`config.mk`:
```
export PLATFORM = sky130hd
export DESIGN_NAME = mult_coe_ctrl_flat
export DESIGN_NICKNAME = d
export VERILOG_FILES = /design/src/rtl/mult_coe_ctrl_if.sv /design/src/rtl/mult_coe_ctrl.sv /design/src/flat_wrapper.sv
export SDC_FILE = /design/constraint.sdc
export NUM_CORES = 1
export LEC_CHECK = 0
export CORE_MARGIN = 4
export CORE_UTILIZATION = 45
export CTS_CLUSTER_SIZE = 10
export DETAILED_ROUTE_END_ITERATION = 16
export PLACE_DENSITY = 0.62
export SETUP_SLACK_MARGIN = 0.15
export SLEW_MARGIN = 10
export SYNTH_ARGS = -nofsm -noshare
export SYNTH_HDL_FRONTEND = slang
export SYNTH_SLANG_ARGS = --single-unit
```
`constraint.sdc`:
```
create_clock -name clk -period 6.2 [get_ports clk]
set_input_delay 1.24 -clock clk [delete_from_list [all_inputs] [get_ports clk]]
set_output_delay 1.24 -clock clk [all_outputs]
set_load 0.005 [all_outputs]
```
`src/rtl/mult_coe_ctrl_if.sv`:
```
// Register-side and multiplier-side signals of the RGB gain coefficient controller.
// The master modport belongs to the register/sync driver and the slave modport to the controller.
interface mult_coe_ctrl_if #(
  parameter int unsigned COE_WIDTH = 16,
  parameter int unsigned COE_COUNT = 3
);
  logic                           wr_en_i;
  logic [1:0]                     wr_addr_i;
  logic [COE_WIDTH-1:0]           wr_data_i;
  logic                           commit_i;
  logic                           ramp_en_i;
  logic                           vs_i;
  logic [COE_WIDTH*COE_COUNT-1:0] coe_o;
  logic                           busy_o;
  logic                           upd_o;

  modport master (
    output wr_en_i, wr_addr_i, wr_data_i, commit_i, ramp_en_i, vs_i,
    input  coe_o, busy_o, upd_o
  );

  modport slave (
    input  wr_en_i, wr_addr_i, wr_data_i, commit_i, ramp_en_i, vs_i,
    output coe_o, busy_o, upd_o
  );
endinterface

```
`src/rtl/mult_coe_ctrl.sv`:
```
// Stages per-channel gain coefficients and applies committed values only on vs rising edges,
// either as a single jump or as a bounded per-frame ramp toward the target.
module mult_coe_ctrl #(
  parameter int unsigned          COE_WIDTH     = 16,
  parameter int unsigned          COE_COUNT     = 3,
  parameter int unsigned          COE_RAMP_STEP = 16,
  parameter logic [COE_WIDTH-1:0] COE_DEFAULT   = 16'h0400
) (
  input logic           clk,
  input logic           rst,
  mult_coe_ctrl_if.slave bus
);

  localparam logic [1:0] ST_IDLE  = 2'd0;
  localparam logic [1:0] ST_ARMED = 2'd1;
  localparam logic [1:0] ST_RAMP  = 2'd2;

  localparam logic [COE_WIDTH:0] STEP_W = COE_RAMP_STEP[COE_WIDTH:0];

  logic [COE_WIDTH-1:0] stg_r     [COE_COUNT];
  logic [COE_WIDTH-1:0] tgt_r     [COE_COUNT];
  logic [COE_WIDTH-1:0] cur_r     [COE_COUNT];
  logic [COE_WIDTH-1:0] cur_nxt_s [COE_COUNT];

  logic [1:0] state_r;
  logic [1:0] edge_state_s;
  logic [1:0] state_nxt_s;
  logic       vs_d_r;
  logic       edge_s;
  logic       all_eq_s;
  logic       upd_nxt_s;
  logic       upd_r;
  logic       busy_r;

  // One ramp step: move toward tgt by at most STEP_W, never past it (extra bit prevents wrap).
  function automatic logic [COE_WIDTH-1:0] ramp_step(
    input logic [COE_WIDTH-1:0] cur,
    input logic [COE_WIDTH-1:0] tgt
  );
    logic [COE_WIDTH:0] cur_x;
    logic [COE_WIDTH:0] tgt_x;
    logic [COE_WIDTH:0] res_x;
    cur_x = {1'b0, cur};
    tgt_x = {1'b0, tgt};
    if (cur_x < tgt_x) begin
      if ((tgt_x - cur_x) > STEP_W) res_x = cur_x + STEP_W;
      else                          res_x = tgt_x;
    end else if (cur_x > tgt_x) begin
      if ((cur_x - tgt_x) > STEP_W) res_x = cur_x - STEP_W;
      else                          res_x = tgt_x;
    end else begin
      res_x = cur_x;
    end
    return res_x[COE_WIDTH-1:0];
  endfunction

  assign edge_s = bus.vs_i & ~vs_d_r;

  // Edge processing uses the pre-commit state/target; a commit then overrides the next state.
  always_comb begin
    edge_state_s = state_r;
    upd_nxt_s    = 1'b0;
    all_eq_s     = 1'b1;
    for (int k = 0; k < int'(COE_COUNT); k++) begin
      cur_nxt_s[k] = cur_r[k];
    end
    case (state_r)
      ST_IDLE: begin
        edge_state_s = ST_IDLE;
      end
      ST_ARMED, ST_RAMP: begin
        if (edge_s) begin
          upd_nxt_s = 1'b1;
          for (int k = 0; k < int'(COE_COUNT); k++) begin
            if (bus.ramp_en_i) cur_nxt_s[k] = ramp_step(cur_r[k], tgt_r[k]);
            else               cur_nxt_s[k] = tgt_r[k];
            if (cur_nxt_s[k] != tgt_r[k]) all_eq_s = 1'b0;
            else                          all_eq_s = all_eq_s;
          end
          if (all_eq_s) edge_state_s = ST_IDLE;
          else          edge_state_s = ST_RAMP;
        end else begin
          edge_state_s = state_r;
        end
      end
      default: begin
        edge_state_s = ST_IDLE;
      end
    endcase
    if (bus.commit_i) begin
      if (edge_state_s == ST_RAMP) state_nxt_s = ST_RAMP;
      else                         state_nxt_s = ST_ARMED;
    end else begin
      state_nxt_s = edge_state_s;
    end
  end

  // Control state, sync-edge history and registered status outputs.
  always_ff @(posedge clk) begin
    if (!rst) begin
      state_r <= ST_IDLE;
      vs_d_r  <= 1'b0;
      busy_r  <= 1'b0;
      upd_r   <= 1'b0;
    end else begin
      state_r <= state_nxt_s;
      vs_d_r  <= bus.vs_i;
      busy_r  <= (state_nxt_s != ST_IDLE);
      upd_r   <= upd_nxt_s;
    end
  end

  // Coefficient storage; commit copies staging as it was before any same-cycle write.
  always_ff @(posedge clk) begin
    if (!rst) begin
      for (int k = 0; k < int'(COE_COUNT); k++) begin
        stg_r[k] <= COE_DEFAULT;
        tgt_r[k] <= COE_DEFAULT;
        cur_r[k] <= COE_DEFAULT;
      end
    end else begin
      for (int k = 0; k < int'(COE_COUNT); k++) begin
        cur_r[k] <= cur_nxt_s[k];
        if (bus.commit_i) tgt_r[k] <= stg_r[k];
        if (bus.wr_en_i && (bus.wr_addr_i == 2'(k))) stg_r[k] <= bus.wr_data_i;
      end
    end
  end

  for (genvar g = 0; g < int'(COE_COUNT); g++) begin : g_out
    assign bus.coe_o[g*COE_WIDTH +: COE_WIDTH] = cur_r[g];
  end

  assign bus.busy_o = busy_r;
  assign bus.upd_o  = upd_r;

endmodule

```
`src/flat_wrapper.sv`:
```
// flat-port wrapper written by rule: the top's interface ports become plain ports
module mult_coe_ctrl_flat 
#(
  parameter int unsigned          COE_WIDTH     = 16,
  parameter int unsigned          COE_COUNT     = 3,
  parameter int unsigned          COE_RAMP_STEP = 16,
  parameter logic [COE_WIDTH-1:0] COE_DEFAULT   = 16'h0400
)
  (clk, rst, bus_wr_en_i, bus_wr_addr_i, bus_wr_data_i, bus_commit_i, bus_ramp_en_i, bus_vs_i, bus_coe_o, bus_busy_o, bus_upd_o);
  mult_coe_ctrl_if #(.COE_WIDTH(COE_WIDTH), .COE_COUNT(COE_COUNT)) bus_i ();
  input logic clk;
  input logic rst;
  input wire logic [$bits(bus_i.wr_en_i)-1:0] bus_wr_en_i;
  input wire logic [$bits(bus_i.wr_addr_i)-1:0] bus_wr_addr_i;
  input wire logic [$bits(bus_i.wr_data_i)-1:0] bus_wr_data_i;
  input wire logic [$bits(bus_i.commit_i)-1:0] bus_commit_i;
  input wire logic [$bits(bus_i.ramp_en_i)-1:0] bus_ramp_en_i;
  input wire logic [$bits(bus_i.vs_i)-1:0] bus_vs_i;
  output wire logic [$bits(bus_i.coe_o)-1:0] bus_coe_o;
  output wire logic [$bits(bus_i.busy_o)-1:0] bus_busy_o;
  output wire logic [$bits(bus_i.upd_o)-1:0] bus_upd_o;
  assign bus_i.wr_en_i = bus_wr_en_i;
  assign bus_i.wr_addr_i = bus_wr_addr_i;
  assign bus_i.wr_data_i = bus_wr_data_i;
  assign bus_i.commit_i = bus_commit_i;
  assign bus_i.ramp_en_i = bus_ramp_en_i;
  assign bus_i.vs_i = bus_vs_i;
  assign bus_coe_o = bus_i.coe_o;
  assign bus_busy_o = bus_i.busy_o;
  assign bus_upd_o = bus_i.upd_o;
  mult_coe_ctrl #(.COE_WIDTH(COE_WIDTH), .COE_COUNT(COE_COUNT), .COE_RAMP_STEP(COE_RAMP_STEP), .COE_DEFAULT(COE_DEFAULT)) u_core (.clk(clk), .rst(rst), .bus(bus_i));
endmodule
```
; Yosys cells after proc, flatten, opt, wreduce, memory -nomap -nowiden
; Memory sizes are Yosys's and may differ from the RTL's.
; Index checks and enable logic that the tools add are counted.
[classes]
n_addsub = 12
bitwise_logic = 11
magnitude_cmp = 12
n_eq_ne = 8
n_mux = 57
n_reduce_logical = 7
[ops]
columns = op, count
row1 = $mux 16, 30
row2 = $gt 17x5->1 const B, 6
row3 = $sub 16x16->17, 6
row4 = $mux 48, 2
row5 = $add 16x5->16 const B, 3
row6 = $gt 16x16->1, 3
row7 = $lt 16x16->1, 3
row8 = $ne 16x16->1, 3
row9 = $sub 16x5->16 const B, 3
row10 = $mux 1, 20
row11 = $mux 2, 5
row12 = $or 1x1->1, 9
row13 = $eq 2x2->1 const B, 3
row14 = $eq 2x1->1 const B, 2
row15 = $logic_and 1x1->1, 3
row16 = $logic_not 2->1, 1
row17 = $reduce_and 2->1, 1
row18 = $reduce_bool 2->1, 1
row19 = $reduce_or 2->1, 1
row20 = $and 1x1->1, 1
row21 = $not 1->1, 1
[word_totals]
wordCells = 114
ff_bits = 5
memories = 3
out_inout_bits = 50
ramBits = 144
[memory_table]
columns = memory, words, word_bits, rd, rd_clocked_by_memory_dff, wr, line_no
row1 = u_core.cur_r, 3, 16, 3, 0, 3, mult_coe_ctrl.sv:22  ; logic [COE_WIDTH-1:0] cur_r [COE_COUNT];
row2 = u_core.stg_r, 3, 16, 3, 0, 3, mult_coe_ctrl.sv:20  ; logic [COE_WIDTH-1:0] stg_r [COE_COUNT];
row3 = u_core.tgt_r, 3, 16, 3, 0, 3, mult_coe_ctrl.sv:21  ; logic [COE_WIDTH-1:0] tgt_r [COE_COUNT];

; Logic depth before layout (Yosys ltp)
; An unclocked memory read counts as a cell.
[logic_depth]
word_depth = 22
mapped_depth = 21

; Worst setup path after synthesis
; No wires, ideal clock.
[synth_path]
kind = register -> register
from = mem u_core.cur_r[2][10], in the netlist u_core.cur_r[0][42]
to = reg u_core.busy_r, in the netlist u_core.bus.busy_o
t_arrival_ps = 4624
stages_incl_launch_ff = 20
path_buffers = 4
t_required_ps = 6082
path_slack_ps = 1457
setup_time_ps = 118
path_cell_list = dfxtp_1 buf_1 inv_1 ha_1 buf_2 clkbuf_1 nand3_1 a21oi_2 nor3_1 or4_1 or4_4 or2_1 buf_2 nor3_2 o311a_1 nor2_1 or4b_1 a2111oi_0 and4_1 o21ai_1
[synth_rtl]
columns = element, line_no
row1 = start: declaration, mult_coe_ctrl.sv:22
row2 = end signal: assignment, mult_coe_ctrl.sv:108  ; busy_r <= (state_nxt_s != ST_IDLE);
row3 = end: declaration, mult_coe_ctrl.sv:33  ; logic busy_r;

==> impl_metrics.toml <==
[detailed_routing]
viasPerCell = 6.64
ant_nets = 0
vias = 16245
drcViolationCount = 0
dr.pass1.iters = 7
wl_per_cell_um = 23.5
drtIter0Drc = 2085
drt_wl_total_mm = 57.4

[sta]
setup_viol = 0
period_share_pct = 94.7
relSlewSlack_pct = 40.5
worst_slew_pin_slew_ns = 0.892
period_needed_ns = 5.87
fin_setup_tns_ns = 0
rsz0062_at_grt = "false"
finClkSkew_ns = 0.0189
hold_viol = 0
max_clock_freq_ghz = 0.170
slew_violations = 0

[floorplanning]
core_area_um2 = 33500
initial_core_util_pct = 45.6
io_pins = 74
dieArea_um2 = 37000
rows = 67
die_w_um = 192
fp.dieH_um = 192

[placement]
placed_cells = 2413
dp_hpwl_mm = 43.5
port_buffers = 73
place_congestion = 1.02

[logic_synthesis]
ys_ff_latch = 149
synth-seq-area-share_pct = 25.8
synth-edff-count = 96
post_synth.cell_area_avg_um2 = 7.72
synthMostInstantiatedCell = "a21oi_1"
syn-num-nets = 2108
synth_top_area_share_pct = 18.9
synthTopCellsByArea = "edfxtp_1 19%, ha_1 8.4%, dfxtp_1 6.9%, a21oi_1 5.9%, o21ai_0 4.3%"
ys_top_cells_by_count = "181 x a21oi_1, 156 x nand2_1, 142 x nor2_1"
synthCells = 1979
synth_flop_cell = "edfxtp_1"
synth_top_cell_by_area = "edfxtp_1"
netlist_area_um2 = 15300
synth.distinct_cells = 93
yosys_warnings = 0
async_flop_share_pct = 0

[setup_path]
r2r_setup_slack_ns = 0.33
critical_path_class = "reg -> reg"
worstRegToRegCells = 16
critPathRequiredTime_ns = 6.50
timing.rr.end = "u_core.state_r[1]"
reg2reg_from = "u_core.cur_r[0][5]"
endpoint = "u_core.state_r[1]"
cp-startpoint = "u_core.cur_r[0][5]"
start_kind = "flop"
cp.arrival_ns = 6.17
cp_max_fo = 11
crit_path_end_kind = "flop"

[power_and_ir_drop]
peakVddDrop_mv = 0.231
power_density_nw_per_um2 = 222
leakage_nw = 6.52

[clocking]
cts_root_buffer = "clkbuf_16"
worstSkewPairLatency_ns = 0.45
cts_hold_buf = 0
clockBufferDepth = 2
cts_tree = "built"
cts_buffers = 17
path_clk_slew_ns = 0.07
cts_sinks = 149
h-tree-depth = 4

[global_routing]
antenna_found_initial = 1
grtUsageTotal_pct = 30.5
grt_max_degree = 48
grt_pass1_wl_mm = 88.1
grt.overflow.total = 0
grt_pass1_vias = 15004

[hold_path]
hold_path.class = "reg -> reg"
hold_path_depth = 1

[cells_and_area]
fillCellCount = 3297
register_area_um2 = 3950
nets = 2113
drive_gt1_share_pct = 6.41
stdcell_count = 2446
area_delta_synth_final_pct = 10.8
multi_input_area_um2 = 10300

[run_status]
status = "finished, final reports clean"

[flow_run]
max_cap_violations = 0
[how the worst min path moves through the flow]
stage | startpoint | endpoint | slack [ns]
after floorplan | u_core.cur_r[0][31] | u_core.cur_r[0][31] | 0.48
final | u_core.stg_r[0][10] | u_core.tgt_r[0][10] | 0.51
after global placement | u_core.stg_r[0][10] | u_core.tgt_r[0][10] | 0.49
after global routing | u_core.stg_r[0][10] | u_core.tgt_r[0][10] | 0.54
after detailed placement | u_core.stg_r[0][10] | u_core.tgt_r[0][10] | 0.50
after CTS | u_core.stg_r[0][10] | u_core.tgt_r[0][10] | 0.51
[registers in the layout (all words and copies together), names as in the netlist]
signal and flops:
u_core.stg_r 48, u_core.state_r 2, u_core.cur_r 48, u_core.vs_d_r 1
u_core.bus.busy_o 1, u_core.tgt_r 48, u_core.bus.upd_o 1
[worst max-delay path: stages (launching register included)]
cell	delay, ns
dfxtp_1	0.58
inv_1	0.20
ha_1	0.56
nand2_1	0.21
o221ai_2	0.35
a221o_2	0.28
nand3_1	0.11
a2111o_1	0.45
or4_1	0.69
nand2_2	0.32
o211a_1	0.20
nand4_1	0.19
a211oi_1	0.27
or4b_1	0.47
a2111oi_0	0.44
and4_1	0.32
nor3_1	0.07
[metrics by stage]
step | cell area (µm²) | power, mW | hold slack [ns] | utilization [%] | setup WS, ns
6_report | 16900 | 3.76 | 0.509 | 50.5 | 0.327
5_1_grt | 16900 | 3.94 | 0.538 | 50.5 | 0.186
4_1_cts | 16900 | 3.72 | 0.513 | 50.5 | 0.412
3_5_place_dp | 16300 | 2.66 | 0.497 | 48.7 | 0.460
3_3_place_gp | 16300 | 2.66 | 0.492 | 48.7 | 0.572
2_1_floorplan | 15300 | 2.25 | 0.481 | - | 1.46
[logic make-up (layout without fill, tap and decap cells)]
| logic type | count (synthesis) | in the layout | share of synthesized area, % |
|---|---|---|---|
| AND/OR/NAND/NOR | 715 | 715 | 24.0 |
| adder cells (fa/ha/maj) | 105 | 105 | 8.74 |
| multiplexers | 24 | 24 | 1.60 |
| AO/OA/AOI/OAI | 631 | 631 | 27.2 |
| other | 0 | 1 | 0 |
| XOR/XNOR | 99 | 99 | 5.67 |
| buffers and inverters | 256 | 274 | 6.90 |
| flip-flops | 149 | 149 | 25.8 |
[where the power goes]
group,internal (mW),total [mW],switching [mW]
sequential,1.13,1.22,0.0872
clock,0.571,1.06,0.485
combinational,0.546,1.49,0.940
total,2.25,3.76,1.51
[cells in the final DEF, fill, tap and decap left out, types with 17 or more instances in the layout]
| cell | instances |
|---|---|
| a211oi_1 | 34 |
| a21o_1 | 21 |
| a21oi_1 | 181 |
| a221oi_1 | 18 |
| a31oi_1 | 22 |
| and2_1 | 32 |
| and3_1 | 70 |
| buf_4 | 48 |
| clkbuf_16 | 17 |
| clkdlybuf4s50_1 | 71 |
| dfxtp_1 | 52 |
| edfxtp_1 | 96 |
| ha_1 | 102 |
| inv_1 | 118 |
| mux2i_1 | 20 |
| nand2_1 | 155 |
| nand3_1 | 80 |
| nand4_1 | 42 |
| nor2_1 | 142 |
| nor2b_1 | 18 |
| nor3_1 | 55 |
| nor4_1 | 24 |
| o211ai_1 | 30 |
| o21a_1 | 22 |
| o21ai_0 | 129 |
| o221ai_1 | 19 |
| xnor2_1 | 69 |
| xor2_1 | 30 |
[what timing repair did]
| item | in CTS | in global routing |
|---|---|---|
| setup endpoints to repair | 0 | 3 |
| setup buffers | 0 | 0 |
| gates resized for setup | 0 | 2 |
[layout make-up]
cell class	count	area share, %
Multi-Input combinational cell	1574	60.8
Sequential cell	149	23.3
Timing Repair Buffer	121	6.39
Tap cell	448	3.31
Inverter	121	2.68
Clock buffer	17	2.51
Clock inverter	15	0.983
Antenna cell	1	0.0148
[layer usage]
metal	up-vias	share of wire (%)	track usage, %
li1	7394	-	-
met5	-	0	0
met4	0	5.1	14.6
met3	169	11	6.04
met1	7699	41	41.9
met2	983	43	45.9
Power figures use the tool's default switching activity.
